<file path="src/rtl/mul_int8_accum.sv">
// mul_int8_accum: groups a stream of unsigned products (delimited by in_last)
// into a wide running sum, then presents sum / term count / overflow on a
// registered valid/ready output. The block holds the result until it is
// taken and refuses new products meanwhile.
module mul_int8_accum #(
  parameter int unsigned WIDTH     = 8,
  parameter int unsigned ACC_WIDTH = 20,
  parameter int unsigned CNT_WIDTH = 8,
  parameter bit          SAT_EN    = 1'b1
) (
  input  logic                 clk,
  input  logic                 rst_n,
  input  logic                 in_valid,
  output logic                 in_ready,
  input  logic [WIDTH-1:0]     in_p,
  input  logic                 in_last,
  output logic                 out_valid,
  input  logic                 out_ready,
  output logic [ACC_WIDTH-1:0] out_sum,
  output logic [CNT_WIDTH-1:0] out_count,
  output logic                 out_ovf
);

  typedef enum logic {
    ST_ACC  = 1'b0,
    ST_HOLD = 1'b1
  } state_t;

  state_t                 state_q, state_d;
  logic [ACC_WIDTH-1:0]   acc_q, acc_d;
  logic [CNT_WIDTH-1:0]   cnt_q, cnt_d;
  logic                   ovf_q, ovf_d;
  logic                   out_valid_q, out_valid_d;
  logic [ACC_WIDTH-1:0]   out_sum_q, out_sum_d;
  logic [CNT_WIDTH-1:0]   out_count_q, out_count_d;
  logic                   out_ovf_q, out_ovf_d;

  // Datapath for "accumulator after absorbing in_p".
  logic [ACC_WIDTH:0]     sum_ext;
  logic                   carry;
  logic [ACC_WIDTH-1:0]   acc_step;
  logic [CNT_WIDTH-1:0]   cnt_step;
  logic                   ovf_step;
  logic                   cnt_full;
  logic                   in_fire;
  logic                   out_fire;

  // Ready depends only on state so it can never loop back through in_valid.
  assign in_ready = (state_q == ST_ACC);
  assign in_fire  = in_valid && in_ready;
  assign out_fire = out_valid_q && out_ready;

  // One extra bit on the adder exposes the carry out of ACC_WIDTH.
  assign sum_ext = {1'b0, acc_q} + {{(ACC_WIDTH + 1 - WIDTH){1'b0}}, in_p};
  assign carry   = sum_ext[ACC_WIDTH];

  // Saturating mode clamps at all-ones; once clamped, any further non-zero
  // term carries again, so the sum naturally stays pinned for the group.
  generate
    if (SAT_EN) begin : g_sat
      assign acc_step = carry ? {ACC_WIDTH{1'b1}} : sum_ext[ACC_WIDTH-1:0];
    end else begin : g_wrap
      assign acc_step = sum_ext[ACC_WIDTH-1:0];
    end
  endgenerate

  // Term counter sticks at its maximum instead of wrapping; this is not an
  // overflow of the sum and so does not feed the ovf flag.
  assign cnt_full = (cnt_q == {CNT_WIDTH{1'b1}});
  assign cnt_step = cnt_full ? cnt_q : cnt_q + CNT_WIDTH'(1);
  assign ovf_step = ovf_q | carry;

  // Next-state and next-output logic; everything holds unless changed below.
  always_comb begin
    state_d     = state_q;
    acc_d       = acc_q;
    cnt_d       = cnt_q;
    ovf_d       = ovf_q;
    out_valid_d = out_valid_q;
    out_sum_d   = out_sum_q;
    out_count_d = out_count_q;
    out_ovf_d   = out_ovf_q;
    case (state_q)
      ST_ACC: begin
        if (in_fire) begin
          if (in_last) begin
            // Close the group: publish the result and start the next one clean.
            out_sum_d   = acc_step;
            out_count_d = cnt_step;
            out_ovf_d   = ovf_step;
            out_valid_d = 1'b1;
            acc_d       = '0;
            cnt_d       = '0;
            ovf_d       = 1'b0;
            state_d     = ST_HOLD;
          end else begin
            acc_d = acc_step;
            cnt_d = cnt_step;
            ovf_d = ovf_step;
          end
        end
      end
      ST_HOLD: begin
        // Result registers stay put; only the valid flag drops on hand-off.
        if (out_fire) begin
          out_valid_d = 1'b0;
          state_d     = ST_ACC;
        end
      end
      default: begin
        state_d = ST_ACC;
      end
    endcase
  end

  // State register; reset throws away any partial group or pending result.
  always_ff @(posedge clk or negedge rst_n) begin
    if (!rst_n) begin
      state_q     <= ST_ACC;
      acc_q       <= '0;
      cnt_q       <= '0;
      ovf_q       <= 1'b0;
      out_valid_q <= 1'b0;
      out_sum_q   <= '0;
      out_count_q <= '0;
      out_ovf_q   <= 1'b0;
    end else begin
      state_q     <= state_d;
      acc_q       <= acc_d;
      cnt_q       <= cnt_d;
      ovf_q       <= ovf_d;
      out_valid_q <= out_valid_d;
      out_sum_q   <= out_sum_d;
      out_count_q <= out_count_d;
      out_ovf_q   <= out_ovf_d;
    end
  end

  assign out_valid = out_valid_q;
  assign out_sum   = out_sum_q;
  assign out_count = out_count_q;
  assign out_ovf   = out_ovf_q;

endmodule

</file>
<file path="config.mk">
export PLATFORM = sky130hd
export DESIGN_NAME = mul_int8_accum
export DESIGN_NICKNAME = d
export VERILOG_FILES = /design/src/rtl/mul_int8_accum.sv
export SDC_FILE = /design/constraint.sdc
export NUM_CORES = 1
export LEC_CHECK = 0
export BUFFER_PORTS_ARGS = -buffer_cell sky130_fd_sc_hd__buf_2
export CORE_ASPECT_RATIO = 2
export CORE_MARGIN = 8
export CORE_UTILIZATION = 33
export DETAILED_ROUTE_END_ITERATION = 16
export SETUP_SLACK_MARGIN = 0.4
export SLEW_MARGIN = 10
export SYNTH_ARGS = -nofsm -noshare
export SYNTH_HDL_FRONTEND = slang
export SYNTH_SLANG_ARGS = --single-unit
</file>
<file path="constraint.sdc">
create_clock -name clk -period 4.33 [get_ports clk]
set_input_delay 0.866 -clock clk [delete_from_list [all_inputs] [get_ports clk]]
set_output_delay 0.866 -clock clk [all_outputs]
set_load 0.05 [all_outputs]
</file>
# After elaboration in Yosys (flattened, before gate mapping)
# Cells that the tools add are included.
# totals
output_inout_bits	31
wordCells	34
in_bits	13
reg_bits	60
# classes
mux	13
n_bitwise	2
n_eq_ne	4
addsub	2
reduce_logical	5
# op_table
cell	n
$mux 20	2
$add 20x8->21	1
$mux 8	2
$add 8x1->8 const B	1
$eq 8x8->1 const B	1
$mux 1	7
$ne 2x1->1 const B	3
$reduce_and 3->1	2
$pmux 1 s2	2
$logic_and 1x1->1	2
$reduce_and 2->1	1
$not 1->1	1
$or 1x1->1	1

# Logic depth before layout (Yosys ltp)
# depth
word_depth	4
ltp_mapped	8

# Least setup slack after synthesis
# No wires, ideal clock.
# synth_timing
path_kind	input -> register
startpoint	in in_p[0]
endpoint	reg acc_q[16]
setup_time_ps	119
arrival_time_ps	2576
stages	8
slack_ps	1635
path_buffers	1
cell_sequence	ha_1 fa_1 a211oi_1 o211ai_2 and3_1 clkbuf_1 and3_1 o21a_1
# synth_between
elab_chain_len	3
# synth_rtl
element	line_no	rtl
from (decl)	15	input logic [WIDTH-1:0] in_p,
$add 20x8->21	54	assign sum_ext = {1'b0, acc_q} + {{(ACC_WIDTH + 1 - WIDTH){1'b0}}, in_p};
$mux 20	61	assign acc_step = carry ? {ACC_WIDTH{1'b1}} : sum_ext[ACC_WIDTH-1:0];
$mux 20	86	if (in_last) begin
to (signal assigned)	120	acc_q <= '0;
to (signal assigned)	129	acc_q <= acc_d;
to (decl)	30	logic [ACC_WIDTH-1:0] acc_q, acc_d;
# Every way passes these cells.
# A chain may end at the register's enable or synchronous reset.

# Worst setup path in the final report
# layout_timing
startpoint	in in_p[0]
endpoint	reg acc_q[10]
# The elaborated chain is that of the path after synthesis.

==> results.py <==
metrics = {
    "global_route": {
        "grt_pass1_vias": 2759,
        "gr-usage-all-layers_pct": 12.8,
        "antenna_found_initial": 0,
        "grt_pass1_wl_um": 13400,
        "gr-total-overflow": 0,
        "grt_max_degree": 34,
    },
    "timing": {
        "tightest_slew_ns": 1.01,
        "setup_viol": 0,
        "fin_crit_sh_pct": 62.8,
        "hold_viol": 0,
        "setup_ws_ns": 1.61,
        "max_freq_ghz": 0.368,
        "whs_ns": 0.470,
        "relSlewSlack_pct": 32.2,
        "finalClockSkew_ns": 0.00929,
        "rsz0062_at_grt": "no",
        "setup-tns-final_ns": 0,
        "period_needed_ns": 2.72,
        "maxSlewViolCount": 0,
    },
    "worst_setup_path": {
        "r2r_slack_ns": 1.88,
        "cp_data_required_time_ns": 4.58,
        "cp-end-kind": "flop",
        "crit_fanout": 7,
        "cp_top_family": "compound AO/OA/AOI/OAI gates",
        "worst_ep_arrival_time_ns": 2.97,
        "slowest_stage": "fa_1",
        "startpoint_type": "input port",
        "crit_buf_inv": 1,
        "crit_path_cell_trace": "buf_2, ha_1, fa_1, a211oi_1, o211ai_2, nand2_1, nor3_1, or2_2, a21oi_1",
        "critical_path_class": "input port to flop",
        "slowest_delay_ns": 0.43,
    },
    "die": {
        "die_area_um2": 13300,
        "die_h_um": 156,
        "die_width_um": 85.8,
        "rows": 51,
        "core_um2": 9640,
        "initial_core_util_pct": 33.4,
        "boundaryPins": 44,
    },
    "place": {
        "dpl_cell_area_um2": 3540,
        "gp_congestion": 0.842,
        "dpl.cell_count": 513,
        "dpl.hpwl_um": 5920,
        "pre_cts_slack_ns": 1.32,
        "port_buffers": 43,
    },
    "cells_and_area": {
        "design_area_um2": 3850,
        "layoutNonFillerInstCount": 527,
        "seqCellArea_um2": 1500,
        "area.growth.synth_to_final_pct": 19.7,
        "finalNetCount": 415,
        "final_util_pct": 39.9,
        "multiInputGateArea_um2": 1610,
        "nFillCells": 975,
        "n_antenna_cell": 0,
        "layout-drive-gt1-share_pct": 19.2,
    },
    "clock_tree": {
        "post_cts_resize_count": 0,
        "clock_latency_ns": 0.33,
        "clk_pin_slew_ns": 0.05,
        "clock-sinks": 60,
        "cts_setup_buffers": 0,
        "cts_tree": "done",
        "root_buffer": "clkbuf_16",
        "clockBufferDepth": 2,
        "ctsHoldBuffers": 0,
        "cts_buffers": 9,
        "cts.htree.levels": 3,
    },
    "logic_synthesis": {
        "ys_warn_count": 0,
        "synthTopCellsByCount": "dfrtp_1, nand2_1, nor2_1",
        "ys_seq_elements": 60,
        "synthArstFlopShare_pct": 100,
        "synth_area_um2": 3210,
        "ys_seq_area_share_pct": 46.7,
        "synthTopCellsByArea": "dfrtp_1, nand2_1, o21ai_0",
        "synth_top_area_share_pct": 46.7,
        "yosys.area.top_type": "dfrtp_1",
        "yosysMostFrequentCell": "dfrtp_1",
        "synth_fp_nets": 375,
        "avgSynthCellArea_um2": 9.13,
        "yosysUniqueCellTypes": 54,
        "syn_inst": 352,
        "synth-edff-count": 0,
        "synth_ff_type": "dfrtp_1",
    },
    "route": {
        "drt-vias-per-instance": 5.00,
        "routed-via-count": 2636,
        "ant_nets": 0,
        "dr.pass1.iters": 4,
        "wl_per_cell_um": 15.0,
        "drc_errors": 0,
        "wirelength_um": 7900,
        "drt_iter0_drc": 137,
    },
    "power": {
        "fin_total_pwr_mw": 2.73,
        "irDropWorstVdd_mv": 0.229,
        "seq_power_share_pct": 31.4,
        "switching_power_mw": 1.17,
        "p_comb_share_pct": 41.8,
        "netSwitchingFraction_pct": 42.8,
        "power_leakage_nw": 1.79,
        "p_int_mw": 1.56,
        "p_per_area_nw_per_um2": 709,
        "p_clk_share_pct": 26.9,
    },
    "hold_path": {
        "hold_class": "flop to flop",
    },
    "flow_run": {
        "cap_violations": 0,
    },
    "run_status": {
        "status": "finished clean",
    },
}
[worst paths after layout]
| kind | start | endpoint | depth (start not counted) |
|---|---|---|---|
| setup / recovery | in_p[0] | acc_q[10] | 9 |
| hold / removal | out_count[3] | out_count[3] | 2 |
| setup reg to reg | acc_q[0] | acc_q[10] | 8 |
| hold reg to reg | out_count[3] | out_count[3] | 2 |
| max in group asynchronous | rst_n | cnt_q[0] | 2 |
| min in group asynchronous | rst_n | out_count[2] | 1 |
[registers in the layout (all words and copies together), names as in the netlist]
name / cells
out_sum: 20
out_ovf: 1
ovf_q: 1
state_q: 1
out_valid: 1
out_count: 8
acc_q: 20
cnt_q: 8
[layout make-up]
type | count | share of cell area (%)
Multi-Input combinational cell | 271 | 41.9
Clock inverter | 1 | 0.781
Clock buffer | 13 | 7.29
Inverter | 3 | 0.293
Sequential cell | 60 | 39.0
Tap cell | 132 | 4.29
Timing Repair Buffer | 47 | 6.38
[cells in the final DEF, fill, tap and decap left out, drive strengths merged, types with 3 or more instances in the layout]
master	count
o21a	3
o22a	4
a211oi	4
xnor2	8
nor2b	3
dfrtp	60
and4	4
buf	47
o21ai	35
a21oi	24
nor2	37
a31oi	8
and3	12
nor3	11
o31ai	6
nand2	55
and2	6
ha	9
mux2i	5
inv	3
nand3	9
xor2	7
clkbuf	13
[worst min-delay path: stages, from the launching register on]
cell and delay [ns]:
dfrtp_1 0.33, nand2_1 0.04, o21ai_0 0.06
[per-layer routing]
layer / wire length (um) / vias up / global-route usage, %
met2: 4520 / 39 / 24.7
met1: 2940 / 1270 / 11.5
met3: 277 / 9 / 3.17
met5: 0 / - / 0
li1: - / 1318 / -
met4: 173 / 0 / 7.32
[power groups by stage]
| stage | sequential [mW] | combinational, mW | clock [mW] |
|---|---|---|---|
| after floorplan | 1.19 | 0.547 | 0 |
| after global placement | 0.857 | 1.14 | 0 |
| after detailed placement | 0.868 | 1.15 | 0 |
| after CTS | 0.860 | 1.16 | 0.752 |
| after global routing | 0.885 | 1.25 | 0.771 |
| final | 0.856 | 1.14 | 0.733 |
[cells by family (layout without fill, tap and decap cells)]
family,Yosys count,in the layout,share of synthesized area (%)
buf+inv,21,64,3.11
simple gates,145,145,21.5
fa+ha+maj,10,10,4.13
flops,60,60,46.7
compound gates,96,96,18.9
mux,5,5,1.56
xor+xnor,15,15,4.09
Power figures use the tool's default switching activity.
